## src/rtl/termo_pkg.sv

```systemverilog
// Shared types and constants for the guessing-game round controller.
package termo_pkg;

    typedef enum logic [2:0] {
        ENTRY   = 3'd0,
        SUBMIT  = 3'd1,
        SCORING = 3'd2,
        CHECK   = 3'd3,
        WON     = 3'd4,
        LOST    = 3'd5
    } state_t;

    localparam logic [1:0] HINT_CORRECT = 2'b10;
    localparam logic [1:0] HINT_PRESENT = 2'b01;
    localparam logic [1:0] HINT_ABSENT  = 2'b00;

    localparam logic [3:0] DIGIT_MAX = 4'd9;

    function automatic logic all_correct(input logic [1:0] h2,
                                         input logic [1:0] h1,
                                         input logic [1:0] h0);
        return (h2 == HINT_CORRECT) && (h1 == HINT_CORRECT) && (h0 == HINT_CORRECT);
    endfunction

endpackage

```

## src/rtl/guess_buffer.sv

```systemverilog
// Three-digit guess storage with push/pop/clear; d2 is filled first.
module guess_buffer
    import termo_pkg::*;
(
    input  logic       CLK,
    input  logic       RST_N,
    input  logic       push,
    input  logic [3:0] push_digit,
    input  logic       pop,
    input  logic       clear,
    output logic [3:0] d2,
    output logic [3:0] d1,
    output logic [3:0] d0,
    output logic [1:0] count
);

    // clear wins over pop, pop over push; out-of-range pushes are dropped here
    always_ff @(posedge CLK or negedge RST_N) begin
        if (!RST_N) begin
            d2    <= 4'd0;
            d1    <= 4'd0;
            d0    <= 4'd0;
            count <= 2'd0;
        end else if (clear) begin
            d2    <= 4'd0;
            d1    <= 4'd0;
            d0    <= 4'd0;
            count <= 2'd0;
        end else if (pop && (count != 2'd0)) begin
            case (count)
                2'd1:    d2 <= 4'd0;
                2'd2:    d1 <= 4'd0;
                2'd3:    d0 <= 4'd0;
                default: ;
            endcase
            count <= count - 2'd1;
        end else if (push && (count != 2'd3) && (push_digit <= DIGIT_MAX)) begin
            case (count)
                2'd0:    d2 <= push_digit;
                2'd1:    d1 <= push_digit;
                2'd2:    d0 <= push_digit;
                default: ;
            endcase
            count <= count + 2'd1;
        end
    end

endmodule

```

## src/rtl/round_controller.sv

```systemverilog
// Round controller: digit entry, submit/score handshake, win/lose tracking.
// Optional idle-entry forfeit timer enabled by defining ROUND_TIMEOUT_EN.
module round_controller
    import termo_pkg::*;
#(
    parameter int MAX_ATTEMPTS   = 6,
    parameter int SCORE_LATENCY  = 3,
    parameter int TIMEOUT_CYCLES = 50_000_000
) (
    input  logic       CLK,
    input  logic       RST_N,
    input  logic       KEY_VALID,
    input  logic [3:0] KEY_DIGIT,
    input  logic       KEY_ENTER,
    input  logic       KEY_BACK,
    input  logic [1:0] H2,
    input  logic [1:0] H1,
    input  logic [1:0] H0,
    output logic [3:0] GUESS_D2,
    output logic [3:0] GUESS_D1,
    output logic [3:0] GUESS_D0,
    output logic [1:0] DIGIT_COUNT,
    output logic [2:0] ATTEMPT,
    output logic       ENTER,
    output logic       NEW_GAME,
    output logic       BUSY,
    output logic       WIN,
    output logic       LOSE
);

    localparam int             LAT_W    = (SCORE_LATENCY > 1) ? $clog2(SCORE_LATENCY) : 1;
    localparam logic [LAT_W-1:0] LAT_LAST = LAT_W'(SCORE_LATENCY - 1);
    localparam logic [2:0]     ATT_MAX  = 3'(MAX_ATTEMPTS);

    state_t           state;
    state_t           state_nxt;
    logic [LAT_W-1:0] lat_cnt;
    logic             hit;
    logic             last_try;
    logic             miss;
    logic             start_game;
    logic             timeout_hit;
    logic             buf_push;
    logic             buf_pop;
    logic             buf_clear;

    assign hit      = all_correct(H2, H1, H0);
    assign last_try = ((ATTEMPT + 3'd1) == ATT_MAX);

`ifdef ROUND_TIMEOUT_EN
    localparam int TMO_W = $clog2(TIMEOUT_CYCLES + 1);

    logic             key_any;
    logic [TMO_W-1:0] tmo_cnt;

    assign key_any     = KEY_VALID | KEY_ENTER | KEY_BACK;
    assign timeout_hit = (state == ENTRY) && !key_any &&
                         (tmo_cnt == TMO_W'(TIMEOUT_CYCLES - 1));

    // Any key, even one that is ignored, restarts the idle window
    always_ff @(posedge CLK or negedge RST_N) begin
        if (!RST_N) begin
            tmo_cnt <= '0;
        end else if ((state != ENTRY) || key_any || timeout_hit) begin
            tmo_cnt <= '0;
        end else begin
            tmo_cnt <= tmo_cnt + 1'b1;
        end
    end
`else
    assign timeout_hit = 1'b0;
`endif

    always_ff @(posedge CLK or negedge RST_N) begin
        if (!RST_N) begin
            state <= ENTRY;
        end else begin
            state <= state_nxt;
        end
    end

    always_comb begin
        state_nxt = state;
        case (state)
            ENTRY: begin
                if (KEY_ENTER && (DIGIT_COUNT == 2'd3)) begin
                    state_nxt = SUBMIT;
                end else if (timeout_hit) begin
                    state_nxt = last_try ? LOST : ENTRY;
                end
            end
            SUBMIT:  state_nxt = SCORING;
            SCORING: if (lat_cnt == LAT_LAST) state_nxt = CHECK;
            CHECK: begin
                if (hit) begin
                    state_nxt = WON;
                end else begin
                    state_nxt = last_try ? LOST : ENTRY;
                end
            end
            WON, LOST: if (KEY_ENTER) state_nxt = ENTRY;
            default: state_nxt = ENTRY;
        endcase
    end

    // Key priority in ENTRY: ENTER, then BACK, then digit
    always_comb begin
        buf_push   = 1'b0;
        buf_pop    = 1'b0;
        buf_clear  = 1'b0;
        miss       = 1'b0;
        start_game = 1'b0;
        BUSY       = 1'b0;
        WIN        = 1'b0;
        LOSE       = 1'b0;
        case (state)
            ENTRY: begin
                if (KEY_ENTER) begin
                    buf_push = 1'b0;
                end else if (KEY_BACK) begin
                    buf_pop = 1'b1;
                end else if (KEY_VALID) begin
                    buf_push = 1'b1;
                end
                miss      = timeout_hit;
                buf_clear = timeout_hit && !last_try;
            end
            SUBMIT, SCORING: BUSY = 1'b1;
            CHECK: begin
                BUSY      = 1'b1;
                miss      = !hit;
                buf_clear = !hit && !last_try;
            end
            WON: begin
                WIN        = 1'b1;
                start_game = KEY_ENTER;
                buf_clear  = KEY_ENTER;
            end
            LOST: begin
                LOSE       = 1'b1;
                start_game = KEY_ENTER;
                buf_clear  = KEY_ENTER;
            end
            default: ;
        endcase
    end

    always_ff @(posedge CLK or negedge RST_N) begin
        if (!RST_N) begin
            ENTER    <= 1'b0;
            NEW_GAME <= 1'b0;
            ATTEMPT  <= 3'd0;
            lat_cnt  <= '0;
        end else begin
            ENTER    <= (state_nxt == SUBMIT);
            NEW_GAME <= start_game;
            if (start_game) begin
                ATTEMPT <= 3'd0;
            end else if (miss && (ATTEMPT != ATT_MAX)) begin
                ATTEMPT <= ATTEMPT + 3'd1;
            end
            lat_cnt <= (state == SCORING) ? lat_cnt + 1'b1 : '0;
        end
    end

    guess_buffer u_guess_buffer (
        .CLK        (CLK),
        .RST_N      (RST_N),
        .push       (buf_push),
        .push_digit (KEY_DIGIT),
        .pop        (buf_pop),
        .clear      (buf_clear),
        .d2         (GUESS_D2),
        .d1         (GUESS_D1),
        .d0         (GUESS_D0),
        .count      (DIGIT_COUNT)
    );

endmodule
```

## config.mk

```make
export PLATFORM = sky130hd
export DESIGN_NAME = round_controller
export DESIGN_NICKNAME = d
export VERILOG_FILES = /design/src/rtl/termo_pkg.sv /design/src/rtl/guess_buffer.sv /design/src/rtl/round_controller.sv
export SDC_FILE = /design/constraint.sdc
export NUM_CORES = 1
export LEC_CHECK = 0
export CORE_AREA = 2 2 58 74
export CTS_BUF_LIST = sky130_fd_sc_hd__clkbuf_16
export DETAILED_ROUTE_END_ITERATION = 16
export DIE_AREA = 0 0 60 76
export RECOVER_POWER = 25
export SYNTH_ARGS = -nofsm -noshare
export SYNTH_HDL_FRONTEND = slang
export SYNTH_SLANG_ARGS = --single-unit
```

## constraint.sdc

```tcl
create_clock -name CLK -period 2.03 [get_ports CLK]
set_input_delay 0.3045 -clock CLK [delete_from_list [all_inputs] [get_ports CLK]]
set_output_delay 0.3045 -clock CLK [all_outputs]
set_load 0.01 [all_outputs]
```

# [Word-level counts from Yosys, hierarchy flattened]
# Index checks and enable logic that the tools add are counted.
[totals] register_bits=24 out_inout_bits=22 word_cells=96
[classes] reduce_logical=23 addsub=4 n_eq_ne=19 n_lt_le_gt_ge=1 mux=40
[ops] operator="$mux 4" n=15
[ops] operator="$mux 3" n=7
[ops] operator="$pmux 3 s5" n=1
[ops] operator="$eq 2x2->1 const B" n=6
[ops] operator="$mux 1" n=12
[ops] operator="$ne 3x3->1 const B" n=4
[ops] operator="$reduce_bool 3->1" n=4
[ops] operator="$eq 3x3->1 const B" n=3
[ops] operator="$reduce_and 3->1" n=3
[ops] operator="$logic_and 1x1->1" n=8
[ops] operator="$mux 2" n=4
[ops] operator="$eq 3x1->1 const B" n=2
[ops] operator="$eq 3x2->1 const B" n=2
[ops] operator="$add 2x1->2 const B" n=2
[ops] operator="$le 4x4->1 const B" n=1
[ops] operator="$reduce_bool 2->1" n=2
[ops] operator="$add 3x1->3 const B" n=1
[ops] operator="$logic_not 3->1" n=1
[ops] operator="$reduce_or 3->1" n=1
[ops] operator="$eq 2x1->1 const B" n=1
[ops] operator="$logic_not 1->1" n=2
[ops] operator="$logic_not 2->1" n=1
[ops] operator="$ne 2x2->1 const B" n=1
[ops] operator="$pmux 1 s2" n=1
[ops] operator="2 further kinds" n=2

# [Depth between registers and ports, before layout]
[logic_depth] ltp_word=9 mapped_depth=7

# [Modules after synthesis]
# Synthesis repeated with hierarchy kept, for this count alone.
[hier_totals] cells_unflattened=123 hier_area_um2=1326.3
[by_module_without_submodules] mod="guess_buffer" area_per_inst_um2=742.0 n_inst=1 cells_per_inst=63 seq_area_each_um2=350.3
[by_module_without_submodules] mod="round_controller" area_per_inst_um2=584.3 n_inst=1 cells_per_inst=60 seq_area_each_um2=250.2

# [Worst setup path after synthesis]
# Ideal clock, no wire load.
[synth_path] path_type="register -> register" from="reg ATTEMPT[0]" to="reg u_guess_buffer.d0[0]" period_less_slack_ns=1.701 stages_incl_launch_ff=7 path_slack_ns=0.329 arrival_time_ns=1.635 cell_sequence="dfrtp_1 ha_1 xor2_1 a22oi_1 a41o_1 o31ai_4 a22o_1"
[synth_via] elab_chain_cells=7
[synth_lines] element="start: declaration" line_no="round_controller.sv:23" source="output logic [2:0] ATTEMPT,"
[synth_lines] element="start signal: assignment" line_no="round_controller.sv:160" source="ATTEMPT <= ATTEMPT + 3'd1;"
[synth_lines] element="$add 3x1->3 *" line_no="round_controller.sv:48" source="assign last_try = ((ATTEMPT + 3'd1) == ATT_MAX);"
[synth_lines] element="$eq 3x3->1 *" line_no="round_controller.sv:48"
[synth_lines] element="$logic_not 1->1 *" line_no="round_controller.sv:132" source="buf_clear = !hit && !last_try;"
[synth_lines] element="$logic_and 1x1->1 *" line_no="round_controller.sv:132"
[synth_lines] element="$pmux 1 s2 *" line_no="round_controller.sv:116" source="case (state)"
[synth_lines] element="$ne 3x3->1 (no line) or $reduce_bool 3->1 (tied branches)"
[synth_lines] element="$reduce_and 3->1 (no line)"
[synth_lines] element="end signal: assignment" line_no="guess_buffer.sv:41" source="2'd2: d0 <= push_digit;"
[synth_lines] element="end: declaration" line_no="guess_buffer.sv:13" source="output logic [3:0] d0,"
# Mark *: on every way between the ends. The rest lies on a longest branch, timed or not.
# A chain may end at the register's enable or synchronous reset.

# [Worst setup path in the final report]
[layout_path] from="reg state[1]" to="out WIN"
[layout_via] elab_chain_cells=2
[layout_lines] element="start: declaration" line_no="round_controller.sv:35" source="state_t state;"
[layout_lines] element="start signal: assignment" line_no="round_controller.sv:78" source="state <= state_nxt;"
[layout_lines] element="$eq 3x3->1" line_no="round_controller.sv:116"
[layout_lines] element="$mux 1" line_no="round_controller.sv:116"
[layout_lines] element="end: declaration" line_no="round_controller.sv:27" source="output logic WIN,"
# Every way passes these cells.

==> reports/qor.yml <==
floorplanning:
  num_rows: 26
  ioPinCount: 37
  core_um2: 3940
  start_util: 0.329
  fp.dieH_um: 76
  dieWidth_um: 60
  dieArea_um2: 4560
power:
  combPwrFrac: 0.454
  powerDensity_nw_per_um2: 1280
  leakagePower_nw: 0.796
  p_int_mw: 1.51
  power_mw: 2.32
  ir_drop_v: 0.000553
  pwr-share-clk: 0.180
  p_sw_frac: 0.350
  p_seq_frac: 0.366
  p_sw_uw: 813
detailed_routing:
  vias: 1115
  drt_pass1_iterations: 4
  detail_route.wl_per_cell_um: 13.5
  wl_um: 3100
  vias_per_cell: 4.87
  postRouteAntennaNets: 0
  drt_first_iter_violations: 30
  drc_errors: 0
hold_path:
  hp-start: "lat_cnt[0]$_DFF_PN0_"
  hold_end: "lat_cnt[0]$_DFF_PN0_"
  worstHoldPathType: "reg2reg"
  hold_depth: 1
global_routing:
  grt_pass1_wl_um: 5390
  gr-total-overflow: 0
  grt_pass1_vias: 1187
  antenna_found_initial: 0
  grtUsageTotal: 0.149
  grt_max_degree: 25
logic_synthesis:
  synthCells: 133
  synth.most_common_cell: "dfrtp_1"
  syn_avg_cell_area_um2: 9.74
  synth_cell_types: 35
  yosysWarnings: 0
  synth_top_cell_area_share: 0.464
  syn_area_um2: 1290
  synthArstFlopShare: 1.00
  synth_nets: 156
  synth_ff_type: "dfrtp_1"
  netlist_top_cells_area: "dfrtp_1, ha_1, nand2_1"
  yosys-top-cells-count: "dfrtp_1, nand2_1, a21oi_1, nor2_1"
  synth_edf_count: 0
  synth-seq-cells: 24
  yosys.area.top_type: "dfrtp_1"
  ys_seq_area_frac: 0.464
placed_design:
  dpl.cell_count: 226
  gp_congestion: 0.789
  numPortBuffers: 36
  hpwl_um: 2360
clock_network:
  cts.sinks: 24
  post-cts-setup-buffers: 0
  h-tree-depth: 1
  root_buffer: "clkbuf_16"
  cts_buffers: 3
  clock_path_buffers: 2
  cts_tree: "done"
  clkSlewWorstSetupHoldPaths_ns: 0.06
  cts_resized: 0
  insertion_delay_ns: 0.25
  hold_buffers: 0
sta:
  fin_skew_ns: 0.00160
  rsz0062_at_grt: "false"
  final-setup-viol-count: 0
  period_share: 0.938
  tightest_slew_ns: 0.326
  maxSlewViolCount: 0
  hold_violations: 0
  clock.fmax_mhz: 525
  period_needed_ns: 1.90
  fin_hold_ws_ns: 0.422
  slew_headroom: 0.780
setup_path:
  reg2reg_depth: 6
  r2r-end: "u_guess_buffer.d0[0]$_DFFE_PN0P_"
  endpoint_kind: "output port"
  criticalPathCategory: "reg2out"
  cp-start-kind: "flip-flop"
  slowest_delay_ns: 0.55
  required_ns: 1.73
  arrival_ns: 1.60
  worstReg2RegStart: "ATTEMPT[0]$_DFFE_PN0P_"
  worst_path_max_delay_cell: "clkdlybuf4s50_1"
  cp_max_fo: 12
  crit_chain: "nand2b_1, nor2_1, clkdlybuf4s50_1"
  reg2reg_slack_ns: 0.15
run_status:
  outcome: "finished clean"
finish:
  nNetsFinal: 198
  nFillCells: 385
  diodes: 0
  final_layout_size_suffix_gt1_frac: 0.0925
  syn_to_final_growth_pct: 39.9
  fin_cells: 229
job:
  max-cap-violations: 0
[metrics by stage]
step | setup TNS, ns | utilization | setup WS [ns] | area (um^2)
detailed placement | -0.305 | 0.440 | -0.0929 | 1730
global placement | -0.0941 | 0.440 | -0.0239 | 1730
finish | 0 | 0.460 | 0.127 | 1810
CTS | 0 | 0.459 | 0.0544 | 1810
global route | 0 | 0.460 | 0.00174 | 1810
floorplan | 0 | - | 0.329 | 1290
[cells by family (layout without fill, tap and decap cells)]
logic type,Yosys count,after routing,synth area share
AOI/OAI and AO/OA,25,25,0.134
xor gates and xnor gates,4,4,0.0271
adders and majority gates,8,8,0.0773
buffers and inverters,13,53,0.0551
DFF,24,24,0.464
muxes,1,1,0.00773
and+or+nand+nor,58,58,0.235
[worst max-delay path: cells and delay by family (launching register included)]
family | cells | cell delay [ns]
buf+inv | 1 | 0.55
flops | 1 | 0.50
simple gates | 2 | 0.29
[flip-flops by register name (all words and copies together) (netlist names)]
signal	count
NEW_GAME	1
ENTER	1
u_guess_buffer.d1	4
state	3
u_guess_buffer.d0	4
lat_cnt	2
u_guess_buffer.count	2
u_guess_buffer.d2	4
ATTEMPT	3
[worst max-delay path by stage]
stage / end / from / cells after the start
6_report: WIN / state[1]$_DFF_PN0_ / 3
5_1_grt: u_guess_buffer.d0[0]$_DFFE_PN0P_ / ATTEMPT[0]$_DFFE_PN0P_ / 6
4_1_cts: LOSE / state[2]$_DFF_PN0_ / 3
3_5_place_dp: u_guess_buffer.d0[0]$_DFFE_PN0P_ / H1[1] / 6
3_3_place_gp: u_guess_buffer.d0[1]$_DFFE_PN0P_ / H1[1] / 6
2_1_floorplan: u_guess_buffer.d0[0]$_DFFE_PN0P_ / ATTEMPT[0]$_DFFE_PN0P_ / 6
[layer usage]
layer,vias up,GRT usage,routed length (um)
met2,42,0.246,1510
li1,545,-,-
met5,-,0,0
met3,10,0.0340,195
met1,518,0.186,1320
met4,0,0.0533,72
[area by class of cell]
type	count	area [um^2]	share of cell area
sequential	24	604	0.334
timing repair buffer	43	413	0.228
multi-input combinational	96	623	0.344
inverter	7	26.3	0.0145
tap	56	70.1	0.0387
clock buffer	3	75.1	0.0414
[power groups by stage]
| stage | logic (mW) | registers, mW | clock network (mW) |
|---|---|---|---|
| floorplan | 0.555 | 0.862 | 0 |
| global placement | 1.03 | 0.851 | 0 |
| detailed placement | 1.06 | 0.855 | 0 |
| CTS | 1.07 | 0.849 | 0.426 |
| global route | 1.18 | 0.888 | 0.449 |
| finish | 1.05 | 0.850 | 0.417 |
[cells in the final DEF (no fill, tap or decap), drive strengths merged, types with 2 or more instances in the layout]
| cell | Yosys | routed |
|---|---|---|
| nor4 | 2 | 2 |
| buf | 6 | 7 |
| dfrtp | 24 | 24 |
| a22o | 4 | 4 |
| a21oi | 12 | 12 |
| clkbuf | 0 | 3 |
| ha | 8 | 8 |
| o21ai | 3 | 3 |
| nor2 | 11 | 11 |
| inv | 7 | 7 |
| nor3 | 2 | 2 |
| nor2b | 2 | 2 |
| clkdlybuf4s50 | 0 | 35 |
| and3 | 2 | 2 |
| nand2b | 2 | 2 |
| nand2 | 18 | 18 |
| xnor2 | 3 | 3 |
| nand3 | 8 | 8 |
| and2 | 5 | 5 |
No activity file was read; power rests on OpenSTA's default activity.
